<file path="src/rtl/ext_bus_sequencer.sv">
// External memory bus sequencer: round-robin arbitration between CPU (port 0) and
// loader (port 1), then a registered setup / strobe / hold cycle on the board bus.
module ext_bus_sequencer #(
   parameter int WAIT_STATES = 2,
   parameter int TURNAROUND  = 1
) (
   input  logic        CLK,
   input  logic        RESET,
   input  logic        REQ0,
   input  logic        WE0,
   input  logic [1:0]  BE0,
   input  logic [15:0] ADDR0,
   input  logic [15:0] WDATA0,
   output logic        ACK0,
   input  logic        REQ1,
   input  logic        WE1,
   input  logic [1:0]  BE1,
   input  logic [15:0] ADDR1,
   input  logic [15:0] WDATA1,
   output logic        ACK1,
   output logic [15:0] RDATA,
   output logic [1:0]  GNT,
   output logic [15:0] ADDR,
   output logic [15:0] DOUT,
   input  logic [15:0] DIN,
   output logic        RDN,
   output logic        WR0N,
   output logic        WR1N
);

   typedef enum logic [1:0] {IDLE, SETUP, STROBE, HOLD} state_t;

   state_t      state, state_nxt;
   logic [3:0]  wait_cnt;
   logic [2:0]  hold_cnt;
   logic        last_owner;
   logic        we;
   logic [1:0]  be;
   logic        arb;
   logic        take;
   logic        pick1;

   // The last HOLD cycle arbitrates exactly like IDLE, so a waiting request is
   // granted on the edge that leaves HOLD (5 edges per access at the defaults).
   always_comb begin
      state_nxt = state;
      arb       = 1'b0;
      take      = 1'b0;
      pick1     = 1'b0;
      case (state)
         IDLE:    arb = 1'b1;
         SETUP:   state_nxt = STROBE;
         STROBE:  if (wait_cnt == 4'd0) state_nxt = HOLD;
         HOLD:    if (hold_cnt == 3'd0) arb = 1'b1;
         default: state_nxt = IDLE;
      endcase
      if (arb) begin
         take      = REQ0 | REQ1;
         pick1     = REQ1 & (~REQ0 | ~last_owner);
         state_nxt = take ? SETUP : IDLE;
      end
   end

   always_ff @(posedge CLK) begin
      if (RESET)
         state <= IDLE;
      else
         state <= state_nxt;
   end

   always_ff @(posedge CLK) begin
      if (RESET) begin
         GNT        <= 2'b00;
         ACK0       <= 1'b0;
         ACK1       <= 1'b0;
         RDATA      <= 16'h0000;
         ADDR       <= 16'h0000;
         DOUT       <= 16'h0000;
         RDN        <= 1'b1;
         WR0N       <= 1'b1;
         WR1N       <= 1'b1;
         last_owner <= 1'b1;
         we         <= 1'b0;
         be         <= 2'b00;
         wait_cnt   <= 4'd0;
         hold_cnt   <= 3'd0;
      end else begin
         ACK0 <= 1'b0;
         ACK1 <= 1'b0;
         if (arb) begin
            if (take) begin
               GNT        <= pick1 ? 2'b10 : 2'b01;
               last_owner <= pick1;
               ADDR       <= pick1 ? ADDR1  : ADDR0;
               DOUT       <= pick1 ? WDATA1 : WDATA0;
               we         <= pick1 ? WE1    : WE0;
               be         <= pick1 ? BE1    : BE0;
            end else begin
               GNT <= 2'b00;
            end
         end
         case (state)
            SETUP: begin
               RDN      <= we;
               WR0N     <= ~(we & be[0]);
               WR1N     <= ~(we & be[1]);
               wait_cnt <= 4'(WAIT_STATES);
            end
            STROBE: begin
               if (wait_cnt == 4'd0) begin
                  if (!we) RDATA <= DIN;
                  RDN      <= 1'b1;
                  WR0N     <= 1'b1;
                  WR1N     <= 1'b1;
                  ACK0     <= GNT[0];
                  ACK1     <= GNT[1];
                  hold_cnt <= 3'(TURNAROUND - 1);
               end else begin
                  wait_cnt <= wait_cnt - 4'd1;
               end
            end
            HOLD: begin
               if (hold_cnt != 3'd0) hold_cnt <= hold_cnt - 3'd1;
            end
            default: ;
         endcase
      end
   end

endmodule

</file>
<file path="config.mk">
export PLATFORM = sky130hd
export DESIGN_NAME = ext_bus_sequencer
export DESIGN_NICKNAME = d
export VERILOG_FILES = /design/src/rtl/ext_bus_sequencer.sv
export SDC_FILE = /design/constraint.sdc
export NUM_CORES = 1
export LEC_CHECK = 0
export ABC_AREA = 0
export BUFFER_PORTS_ARGS = -buffer_cell sky130_fd_sc_hd__buf_2
export CAP_MARGIN = 40
export CELL_PAD_IN_SITES_DETAIL_PLACEMENT = 2
export CELL_PAD_IN_SITES_GLOBAL_PLACEMENT = 2
export CORE_MARGIN = 8
export CORE_UTILIZATION = 22
export CTS_CLUSTER_SIZE = 10
export DETAILED_ROUTE_END_ITERATION = 16
export PLACE_DENSITY_LB_ADDON = 0.12
export SKIP_LAST_GASP = 1
export SLEW_MARGIN = 20
export SYNTH_ARGS = -nofsm -noshare
export SYNTH_HDL_FRONTEND = slang
export SYNTH_SLANG_ARGS = --single-unit
</file>
<file path="constraint.sdc">
create_clock -name CLK -period 2.1 [get_ports CLK]
set_clock_uncertainty 0.15 [all_clocks]
set_input_delay 0.105 -clock CLK [delete_from_list [all_inputs] [get_ports CLK]]
set_output_delay 0.105 -clock CLK [all_outputs]
set_load 0.01 [all_outputs]
</file>
==> metrics.md, run 1 <==
| Metric | Value |
|---|---|
| Routed length per instance | `roughly 19 um` |
| Total Routing Usage GR | `between 10% and 20%` |
| Yosys cell types | `36` |
| DR iter-0 viols | `between 150 and 200` |
| First-pass GRT wire length | `~20 mm` |
| Number of cells after detailed placement | `roughly 570` |
| Setup crit start kind | `register` |
| Share of layout cells above drive strength 1 | `about a third` |
| Post-synthesis sequential area ratio | `50.14%` |
| Crit path required time | `2170 ps` |
| Status | `finished clean` |
| Slew HR | `approximately three quarters` |
| # clock sinks | `slightly below 70` |
| Die Span Y | `between 100 and 150 um` |
| Synthesized area per cell | `around 9.5 um^2` |
| Initial antenna violation count | `1` |
| Worst-margin pin slew | `between 300 and 400 ps` |
| Die W | `roughly 130 um` |
| R2R Setup Slk | `between 60 and 70 ps` |
| Final critical-path required period | `around 2000 ps` |
| Final Instance Count excl. Fillers | `between 600 and 700` |
| Max Fclk | `between 0.4 and 0.5 GHz` |
| Final slew viol count | `0` |
| Pwr per Cell Area | `between 1000 and 1500 nW/um^2` |
| Yosys warns | `0` |
| # fillers | `1292` |
| Post-Synthesis Cells | `about 290` |
| Final Util | `about two fifths` |
| TritonCTS clock tree | `done` |
| Synth area leader | `dfxtp_1` |
| Synth top area cells | `dfxtp_1 50%, a222oi_1 13%, inv_1 6.2%, nand2_1 6.1%, a21oi_1 3.5%` |
| Die area | `roughly 16000 um^2` |
| Final setup fails | `0` |
| CTS Buf Count | `9` |
| Clock Tree Root | `clkbuf_16` |
| Netlist area before placement | `2715 um^2` |
| Reg2reg end | `DOUT[14]` |
| P_leak | `roughly 2.4 nW` |
| Vias in the first global route | `roughly 3700` |
| #FFs+latches synth | `about 70` |
| Starting Density | `a little under a quarter` |
| Via count | `approximately 3200` |
| Area share of the largest cell type after synthesis | `between 50% and 60%` |
| Bufs on Longest Clock Path | `2` |
| Hold WS | `~18 ps` |
| Crit path arrival time | `2100 ps` |
| Setup CP Type | `reg2reg` |
| Drt pass-1 iters | `5` |
| Final hold vios | `0` |
| HPWL Detailed | `7.739 mm` |
| Synth cell count leaders | `68 x dfxtp_1, 45 x inv_1, 44 x nand2_1` |
| Count leader, synth | `dfxtp_1` |
| Largest net degree at the start of global routing | `37` |
| Worst VDD drop | `~420 uV` |
| Clock-pin transition on the worst setup and hold timing paths | `60 ps` |
| Worst r2r src | `state[1]` |
| Total Power | `0.006104 W` |
| Pre-CTS setup slack | `~21 ps` |
| I/O pin total | `145` |
| R2R depth | `8` |
| Multi-input gate area | `between 1000 and 1500 um^2` |
| Drt via density | `roughly 4.7` |
| GRT overflow | `0` |
| H-tree depth | `3` |
| Capture point of the worst path | `DOUT[14]` |
| Total nets after synthesis | `383` |
| Ys async rst share | `0%` |
| Placeable Area | `12010 um^2` |
| Peak fanout along the critical path | `14` |
| DRC viols | `0` |
| Register area | `1361 um^2` |
| WL final | `between 10 and 15 mm` |
| Synth-to-Final Area Change | `81.75%` |
| Max-cap violations | `0` |
| Crit path capture type | `register` |
| Hold crit path type | `in2reg` |
| Post-route ant nets | `0` |
| Critical path startpoint | `state[1]` |
| Row count | `40` |
| Period utilisation layout | `96.99%` |
| Nets | `about 620` |
| IO buf count | `between 100 and 150` |
| EDFF count, synth | `0` |
| Top FF cell, synth | `dfxtp_1` |
| Fin worst setup slack | `roughly 63 ps` |
| Final GP Congestion | `just under 0.7` |
| Clk_lat worst skew | `around 340 ps` |
-- worst min-delay path by stage --
| stage | to | startpoint | slack (ps) | cells after the start |
|---|---|---|---|---|
| floorplan | RDATA[0] | DIN[0] | 90 | 2 |
| global placement | ADDR[15] | ADDR1[15] | 180 | 3 |
| detailed placement | DOUT[13] | WDATA1[13] | 190 | 3 |
| CTS | state[0] | REQ1 | 10 | 3 |
| global route | state[0] | REQ1 | 50 | 3 |
| finish | state[0] | REQ1 | 20 | 3 |
-- metrics by stage --
step	setup TNS [ps]	cell area, um^2
3_3_place_gp	0	3660
5_1_grt	-147.7	4935
3_5_place_dp	0	3660
4_1_cts	0	4871
2_1_floorplan	-13.48	2718
6_report	0	4935
-- where the power goes --
group / internal, W / switching (W)
registers: 0.00171 / 0.000258
logic: 0.00112 / 0.00134
clock network: 0.00107 / 0.000612
-- critical path, stage by stage, from the launching register on --
cell and delay [ps]:
dfxtp_1 320, inv_1 80, ha_4 290, nand4bb_4 150
a2111oi_4 80, buf_4 180, buf_12 150, a222oi_1 410
inv_1 90
-- placed cells by master, fill, tap and decap left out, types with 3 or more instances in the layout --
master / instances
dfxtp_1: 68
nand2_1: 44
buf_12: 3
buf_4: 10
clkbuf_16: 10
o21bai_1: 3
buf_2: 144
dlygate4sd3_1: 88
a211oi_1: 3
a21oi_1: 19
nand4b_1: 3
nor2_1: 10
o21ai_0: 3
inv_1: 44
nor2b_1: 3
o31ai_1: 3
ha_1: 4
a222oi_1: 35
-- area by class of cell --
| class | count | share of cell area, % |
|---|---|---|
| repair buffers | 247 | 35.93 |
| well taps | 147 | 3.727 |
| flip-flops and latches | 68 | 27.59 |
| multi-input cells | 156 | 22.69 |
| inverters | 45 | 3.423 |
| clock inverters | 6 | 1.749 |
| diodes | 1 | 0.05071 |
| clock buffers | 10 | 4.843 |
-- flip-flops by register name (all words and copies together) (netlist names), 2 cells and up --
signal	flops
DOUT	16
ADDR	16
hold_cnt	3
state	2
be	2
GNT	2
RDATA	16
wait_cnt	4
-- kinds of logic after synthesis --
group / synth area share (%)
simple gates: 13.13
flops: 50.14
fa+ha+maj: 3.226
buf+inv: 9.815
compound gates: 23.69
-- metal layers --
layer  wire [um]  vias up  global-route usage, %  share of wire (%)
li1            -     1520                      -                  -
met4         301        0                  7.278                2.3
met3         999       19                  5.865                7.8
met2        6597      118                  27.22                 51
met5           0        -                      0                  0
met1        4980     1558                  16.88                 39
-- timing repair --
action                     in CTS  in global routing
pin swaps                       2                  6
cloned                          0                  1
setup buffers                   0                  2
setup endpoints to repair       2                 36
hold buffers                   88                  0
resized for setup               1                  5
hold endpoints to repair       55                  0
Power figures use the tool's default switching activity.
==> run 2: changes to the inputs <==
--- a/config.mk
+++ b/config.mk
@@ -11,7 +11,8 @@
 export CELL_PAD_IN_SITES_DETAIL_PLACEMENT = 2
 export CELL_PAD_IN_SITES_GLOBAL_PLACEMENT = 2
 export CORE_MARGIN = 8
-export CORE_UTILIZATION = 22
+export CORE_UTILIZATION = 23
+export CTS_BUF_LIST = sky130_fd_sc_hd__clkbuf_8
 export CTS_CLUSTER_SIZE = 10
 export DETAILED_ROUTE_END_ITERATION = 16
 export PLACE_DENSITY_LB_ADDON = 0.12
==> run 2 against run 1 <==
Effect of this change:
- via count is the same
- highest routed layer unchanged
- die area decreased by 3.8%
- worst setup slack lost 21 ps
- hold slack better by 290 ps
- global-route usage grew 0.84 points
- largest cell class unchanged
- combinational power increased by 5%
- sequential power is essentially flat
==> metrics.md, run 2 (synthesized netlist as in run 1, its figures left out) <==
| Metric | Value |
|---|---|
| Commonest non-fill, non-tap cell in the layout | `buf_2` |
| Commonest cells after routing, fill and taps aside | `144 x buf_2, 89 x dlygate4sd3_1, 66 x dfxtp_1, 44 x nand2_1, 43 x inv_1` |
| DR iter-0 viols | `210` |
| CTS Buf Count | `9` |
| Via count | `roughly 3200` |
| Die area | `15540 um^2` |
| Starting Density | `around a quarter` |
| Biggest regs | `ADDR x16, DOUT x16, RDATA x16` |
| GRT overflow | `0` |
| Status | `finished clean` |
| Max-cap violations | `0` |
| Slew HR | `roughly three quarters` |
| WL final | `around 13 mm` |
| Placeable Area | `~11000 um^2` |
| Final Util | `a little over two fifths` |
| Clock-pin transition on the worst setup and hold timing paths | `roughly 80 ps` |
| Period utilisation layout | `97.99%` |
| Peak fanout along the critical path | `9` |
| Total Power | `just under 0.006 W` |
| Max incr delay on CP | `about 360 ps` |
| Initial antenna violation count | `0` |
| Pre-CTS setup slack | `-38.88 ps` |
| Fin worst setup slack | `42.17 ps` |
| Crit. path cell count | `9` |
| Hold Startpoint | `RDATA[9]` |
| Drt pass-1 iters | `6` |
| Reg2reg end | `DOUT[7]` |
| Worst r2r src | `state[1]` |
| R2R Setup Slk | `40 ps` |
| IO buf count | `144` |
| Setup crit start kind | `register` |
| Routed length per instance | `19.53 um` |
| Final hold vios | `0` |
| Capture point of the worst path | `DOUT[7]` |
| First-pass GRT wire length | `about 21 mm` |
| H-tree depth | `3` |
| Clk_lat worst skew | `approximately 360 ps` |
| Synth-to-Final Area Change | `81.29%` |
| R2R depth | `9` |
| Delay-heaviest family, CP | `buffers and inverters` |
| Crit path top cell by count | `buf_12` |
| Die W | `between 100 and 150 um` |
| P_leak | `2.396 nW` |
| Slowest stage cell, crit path | `dfxtp_2` |
| Crit path arrival time | `between 2000 and 2500 ps` |
| Placed Area | `approximately 3700 um^2` |
| Critical path startpoint | `state[1]` |
| DRC viols | `0` |
| Crit path capture type | `register` |
| Setup CP Type | `reg2reg` |
| Vias in the first global route | `about 3700` |
| HPWL Detailed | `around 8 mm` |
| Final critical-path required period | `2058 ps` |
| TritonCTS clock tree | `done` |
| Bufs on Longest Clock Path | `2` |
| Share of layout cells above drive strength 1 | `between 30% and 40%` |
| Max Fclk | `between 0.4 and 0.5 GHz` |
| Die Span Y | `124.7 um` |
| Row count | `39` |
| I/O pin total | `between 100 and 150` |
| Post-route cell area | `around 5000 um^2` |
| Drt via density | `~4.7` |
| Clock Tree Root | `clkbuf_8` |
| Final setup fails | `0` |
| Largest net degree at the start of global routing | `37` |
| Nets | `about 630` |
| Final slew viol count | `0` |
| CP bufs+invs | `5` |
| Final GP Congestion | `between 0.6 and 0.7` |
| Diode count | `0` |
| Cell Chain, Critical Path | `inv_2 > ha_4 > nand4bb_4 > buf_6 > a211oi_4 > buf_12 > buf_12 > a222oi_1 > inv_1` |
| Total Routing Usage GR | `between 10% and 20%` |
| # clock sinks | `68` |
| Worst-margin pin slew | `roughly 390 ps` |
| Hold crit path type | `reg2reg` |
| Worst VDD drop | `538.4 uV` |
| Crit path required time | `approximately 2200 ps` |
| Post-route ant nets | `0` |
| Pwr per Cell Area | `approximately 1200 nW/um^2` |
-- run 2: cell count changes in the layout (fill, tap and decap cells not counted), sizes merged --
| cell | before | now |
|---|---|---|
| diode | 1 | 0 |
| clkinvlp | 1 | 3 |
| inv | 46 | 45 |
| clkbuf | 11 | 12 |
| buf | 158 | 161 |
| dlygate4sd3 | 88 | 89 |
| clkinv | 2 | 1 |
-- run 2: cell type report --
cell class	instances	area [um^2]
fillers	1251	6545
inverters	45	168.9
well taps	143	178.9
clock buffers	10	137.6
clock inverters	6	87.58
multi-input cells	156	1139
flip-flops and latches	68	1364
repair buffers	252	1847
-- run 2: power breakdown --
group | leakage [nW] | total [W] | internal, W | switching [W]
Sequential | 0.556 | 0.00198 | 0.00171 | 0.000267
Clock | 0.105 | 0.00126 | 0.000699 | 0.000565
Combinational | 1.74 | 0.00258 | 0.00119 | 0.00139
-- run 2: per-layer routing --
layer,routed length [um],up-vias,GRT usage [%]
met5,0,-,0
met4,169,0,4.748
met3,952,14,7.191
met2,7163,111,30.07
met1,4996,1571,16.98
li1,-,1519,-
-- run 2: stage by stage --
| stage | setup TNS, ps | std cells | hold WS [ps] |
|---|---|---|---|
| finish | 0 | 680 | 305.4 |
| global route | -8.452 | 680 | 339.2 |
| CTS | 0 | 675 | 311.0 |
| detailed placement | -121.7 | 570 | 186.5 |
| global placement | 0 | 570 | 176.8 |
| floorplan | -13.48 | 286 | 90.98 |
-- run 2: worst register-to-register path, delay by kind of cell (launching register included) --
kind,cells,cell delay [ps]
AO/OA/AOI/OAI,2,400
AND/OR/NAND/NOR,1,170
adder cells (fa/ha/maj),1,270
flip-flops,1,360
buffers and inverters,5,590
-- run 2: worst min path at each step --
stage / slack [ps] / cells after the start / endpoint
finish: 310 / 2 / RDATA[9]
global route: 340 / 2 / RDATA[9]
CTS: 310 / 2 / RDATA[9]
detailed placement: 190 / 3 / DOUT[8]
global placement: 180 / 3 / DOUT[15]
floorplan: 90 / 2 / RDATA[0]
-- run 2: what timing repair did --
| item | in CTS | in global routing |
|---|---|---|
| setup buffers | 0 | 3 |
| resized for setup | 3 | 8 |
| hold buffers | 89 | 0 |
| endpoints found under the setup margin | 18 | 35 |
| cloned | 0 | 3 |
| pin swaps | 3 | 5 |
| endpoints found under the hold margin | 53 | 0 |
==> run 3: changes to the inputs <==
--- a/config.mk
+++ b/config.mk
@@ -11,11 +11,11 @@
 export CELL_PAD_IN_SITES_DETAIL_PLACEMENT = 2
 export CELL_PAD_IN_SITES_GLOBAL_PLACEMENT = 2
 export CORE_MARGIN = 8
-export CORE_UTILIZATION = 23
+export CORE_UTILIZATION = 26
 export CTS_BUF_LIST = sky130_fd_sc_hd__clkbuf_8
 export CTS_CLUSTER_SIZE = 10
 export DETAILED_ROUTE_END_ITERATION = 16
-export PLACE_DENSITY_LB_ADDON = 0.12
+export PLACE_DENSITY_LB_ADDON = 0.1
 export SKIP_LAST_GASP = 1
 export SLEW_MARGIN = 20
 export SYNTH_ARGS = -nofsm -noshare
==> constraint.sdc (replaced) <==
create_clock -name CLK -period 2.2 [get_ports CLK]
set_clock_uncertainty 0.15 [all_clocks]
set_input_delay 0.11 -clock CLK [delete_from_list [all_inputs] [get_ports CLK]]
set_output_delay 0.11 -clock CLK [all_outputs]
set_load 0.01 [all_outputs]
==> run 3 against run 2 <==
Effect of this change:
- flip-flop and latch count did not move
- count of clock-buffer cells in the layout fell by 1
- combinational power is 9.3% lower
- utilization increased by 3.7 points
- non-clock buffer count is 7 lower
- power down 9.0%
- via count up 0.65%
- global-route usage increased by 2.3 points
- worst setup slack better by 6.0 ps
- cell count shrank 2.1%
- register-to-register slack barely moved
- critical endpoint is now ADDR[11]
- largest cell class unchanged
==> metrics.md, run 3 (synthesized netlist as in run 1, its figures left out) <==
| Metric | Value |
|---|---|
| Status | `finished clean` |
| Diode count | `0` |
| H-tree depth | `3` |
| Hold crit path type | `in2reg` |
| Biggest regs | `ADDR x16, DOUT x16, RDATA x16` |
| I/O pin total | `approximately 150` |
| Drt pass-1 iters | `6` |
| Multi-input gate area | `roughly 1100 um^2` |
| Max-cap violations | `0` |
| Share of layout cells above drive strength 1 | `34.72%` |
| DR iter-0 viols | `260` |
| Die area | `approximately 14000 um^2` |
| Slew HR | `68.85%` |
| Delay-heaviest family, CP | `compound AO/OA/AOI/OAI gates` |
| Peak fanout along the critical path | `14` |
| Clk_lat worst skew | `roughly 340 ps` |
| HPWL Detailed | `7.722 mm` |
| Final setup fails | `0` |
| Final critical-path required period | `2152 ps` |
| Crit path required time | `around 2300 ps` |
| Nets | `between 600 and 700` |
| # fillers | `1084` |
| Period utilisation layout | `around 98%` |
| Drt via density | `just under 5` |
| Via count | `approximately 3200` |
| Commonest cells after routing, fill and taps aside | `144 x buf_2, 88 x dlygate4sd3_1, 66 x dfxtp_1, 44 x inv_1, 44 x nand2_1` |
| Die Span Y | `about 120 um` |
| Row count | `37` |
| Largest net degree at the start of global routing | `37` |
| Clock-pin transition on the worst setup and hold timing paths | `roughly 80 ps` |
| Cell Chain, Critical Path | `inv_2 > ha_4 > nand4bb_4 > a2111oi_4 > buf_4 > buf_12 > a222oi_1 > inv_1` |
| Final GP Congestion | `0.6927` |
| GRT overflow | `0` |
| Placeable Area | `slightly above 10000 um^2` |
| Starting Density | `a little over a quarter` |
| Final slew viol count | `0` |
| Crit path arrival time | `2220 ps` |
| Total Power | `0.005293 W` |
| Initial antenna violation count | `0` |
| Final hold vios | `0` |
| Die W | `about 120 um` |
| Register area | `1364 um^2` |
| Slowest stage cell, crit path | `a222oi_1` |
| Vias in the first global route | `roughly 3800` |
| WL final | `~14 mm` |
| # clock sinks | `about 70` |
| Synth-to-Final Area Change | `75.71%` |
| P_leak | `2.346 nW` |
| Bufs on Longest Clock Path | `2` |
| Post-route ant nets | `0` |
| First-pass GRT wire length | `about 21 mm` |
| Routed length per instance | `slightly above 20 um` |
| Worst-margin pin slew | `approximately 470 ps` |
| DRC viols | `0` |
| Global routing usage on met3 | `~5.5%` |
| Max incr delay on CP | `approximately 480 ps` |
| Final Instance Count excl. Fillers | `~670` |
| Setup CP Type | `reg2reg` |
| Most Used Layer, Global Route | `met2` |
| Grt met1 use | `19.29%` |
| Number of cells after detailed placement | `approximately 560` |
| Clock Tree Root | `clkbuf_8` |
| CTS Buf Count | `9` |
| CP bufs+invs | `4` |
| Total Routing Usage GR | `approximately a fifth` |
| Max Fclk | `0.4647 GHz` |
| Worst VDD drop | `~430 uV` |
| Crit path capture type | `register` |
| TritonCTS clock tree | `done` |
| Grt met2 use | `35.70%` |
| Unrepaired setup endpoints after global routing | `no` |
| Pwr per Cell Area | `around 1100 nW/um^2` |
| Commonest non-fill, non-tap cell in the layout | `buf_2` |
| Setup crit start kind | `register` |
| IO buf count | `between 100 and 150` |
-- run 3: cell count changes in the layout (fill, tap and decap cells not counted), sizes merged --
| cell | change |
|---|---|
| buf | -5 |
| clkinv | +3 |
| clkbuf | -2 |
| clkinvlp | -2 |
| bufinv | -1 |
| dlygate4sd3 | -1 |
| inv | +1 |
-- run 3: where the power goes --
group | internal (W) | leakage (nW) | switching [W]
registers | 0.00163 | 0.556 | 0.000279
logic | 0.00105 | 1.69 | 0.00130
clock network | 0.000520 | 0.100 | 0.000517
total | 0.00320 | 2.35 | 0.00209
-- run 3: worst min-delay path, delay by kind of cell --
| kind | cells | cell delay [ps] |
|---|---|---|
| AO/OA/AOI/OAI | 1 | 100 |
| buffers and inverters | 1 | 120 |
| AND/OR/NAND/NOR | 1 | 160 |
-- run 3: area by class of cell --
cell class,count,share of cell area [%]
well taps,136,3.567
repair buffers,245,36.85
clock inverters,7,1.442
inverters,45,3.541
flip-flops and latches,68,28.59
clock buffers,9,2.596
multi-input cells,156,23.42
-- run 3: stage by stage --
stage	utilization [%]	worst slack [ps]	cell area (um^2)	hold slack [ps]	TNS, ps
final	46.63	48.13	4771	29.76	0
after global routing	46.63	0.4594	4771	57.46	0
after CTS	45.97	23.29	4703	4.306	0
after detailed placement	35.47	-1.184	3628	193.8	-1.184
after global placement	35.47	116.8	3628	182.7	0
after floorplan	-	83.54	2715	95.98	0
-- run 3: what timing repair did --
action / 4_1_cts / 5_1_grt
gates resized for setup: 1 / 8
setup buffers: 0 / 2
gates cloned: 0 / 1
setup endpoints to repair: 1 / 36
endpoints found under the hold margin: 52 / 0
hold buffers: 88 / 0
pin swaps: 0 / 4
-- run 3: path summary, 6_finish.rpt --
kind	start	to	slack (ps)	depth (start not counted)
worst min register to register	RDATA[14]	RDATA[14]	310	2
worst min-delay path	REQ1	state[0]	30	3
worst max-delay path	state[0]	ADDR[11]	50	8
worst max register to register	state[0]	ADDR[11]	50	8
-- run 3: metal layers --
metal	wire length [um]	share of wire, %
met1	5238	38
met2	7458	54
met3	873	6.4
met4	151	1.1
met5	0	0
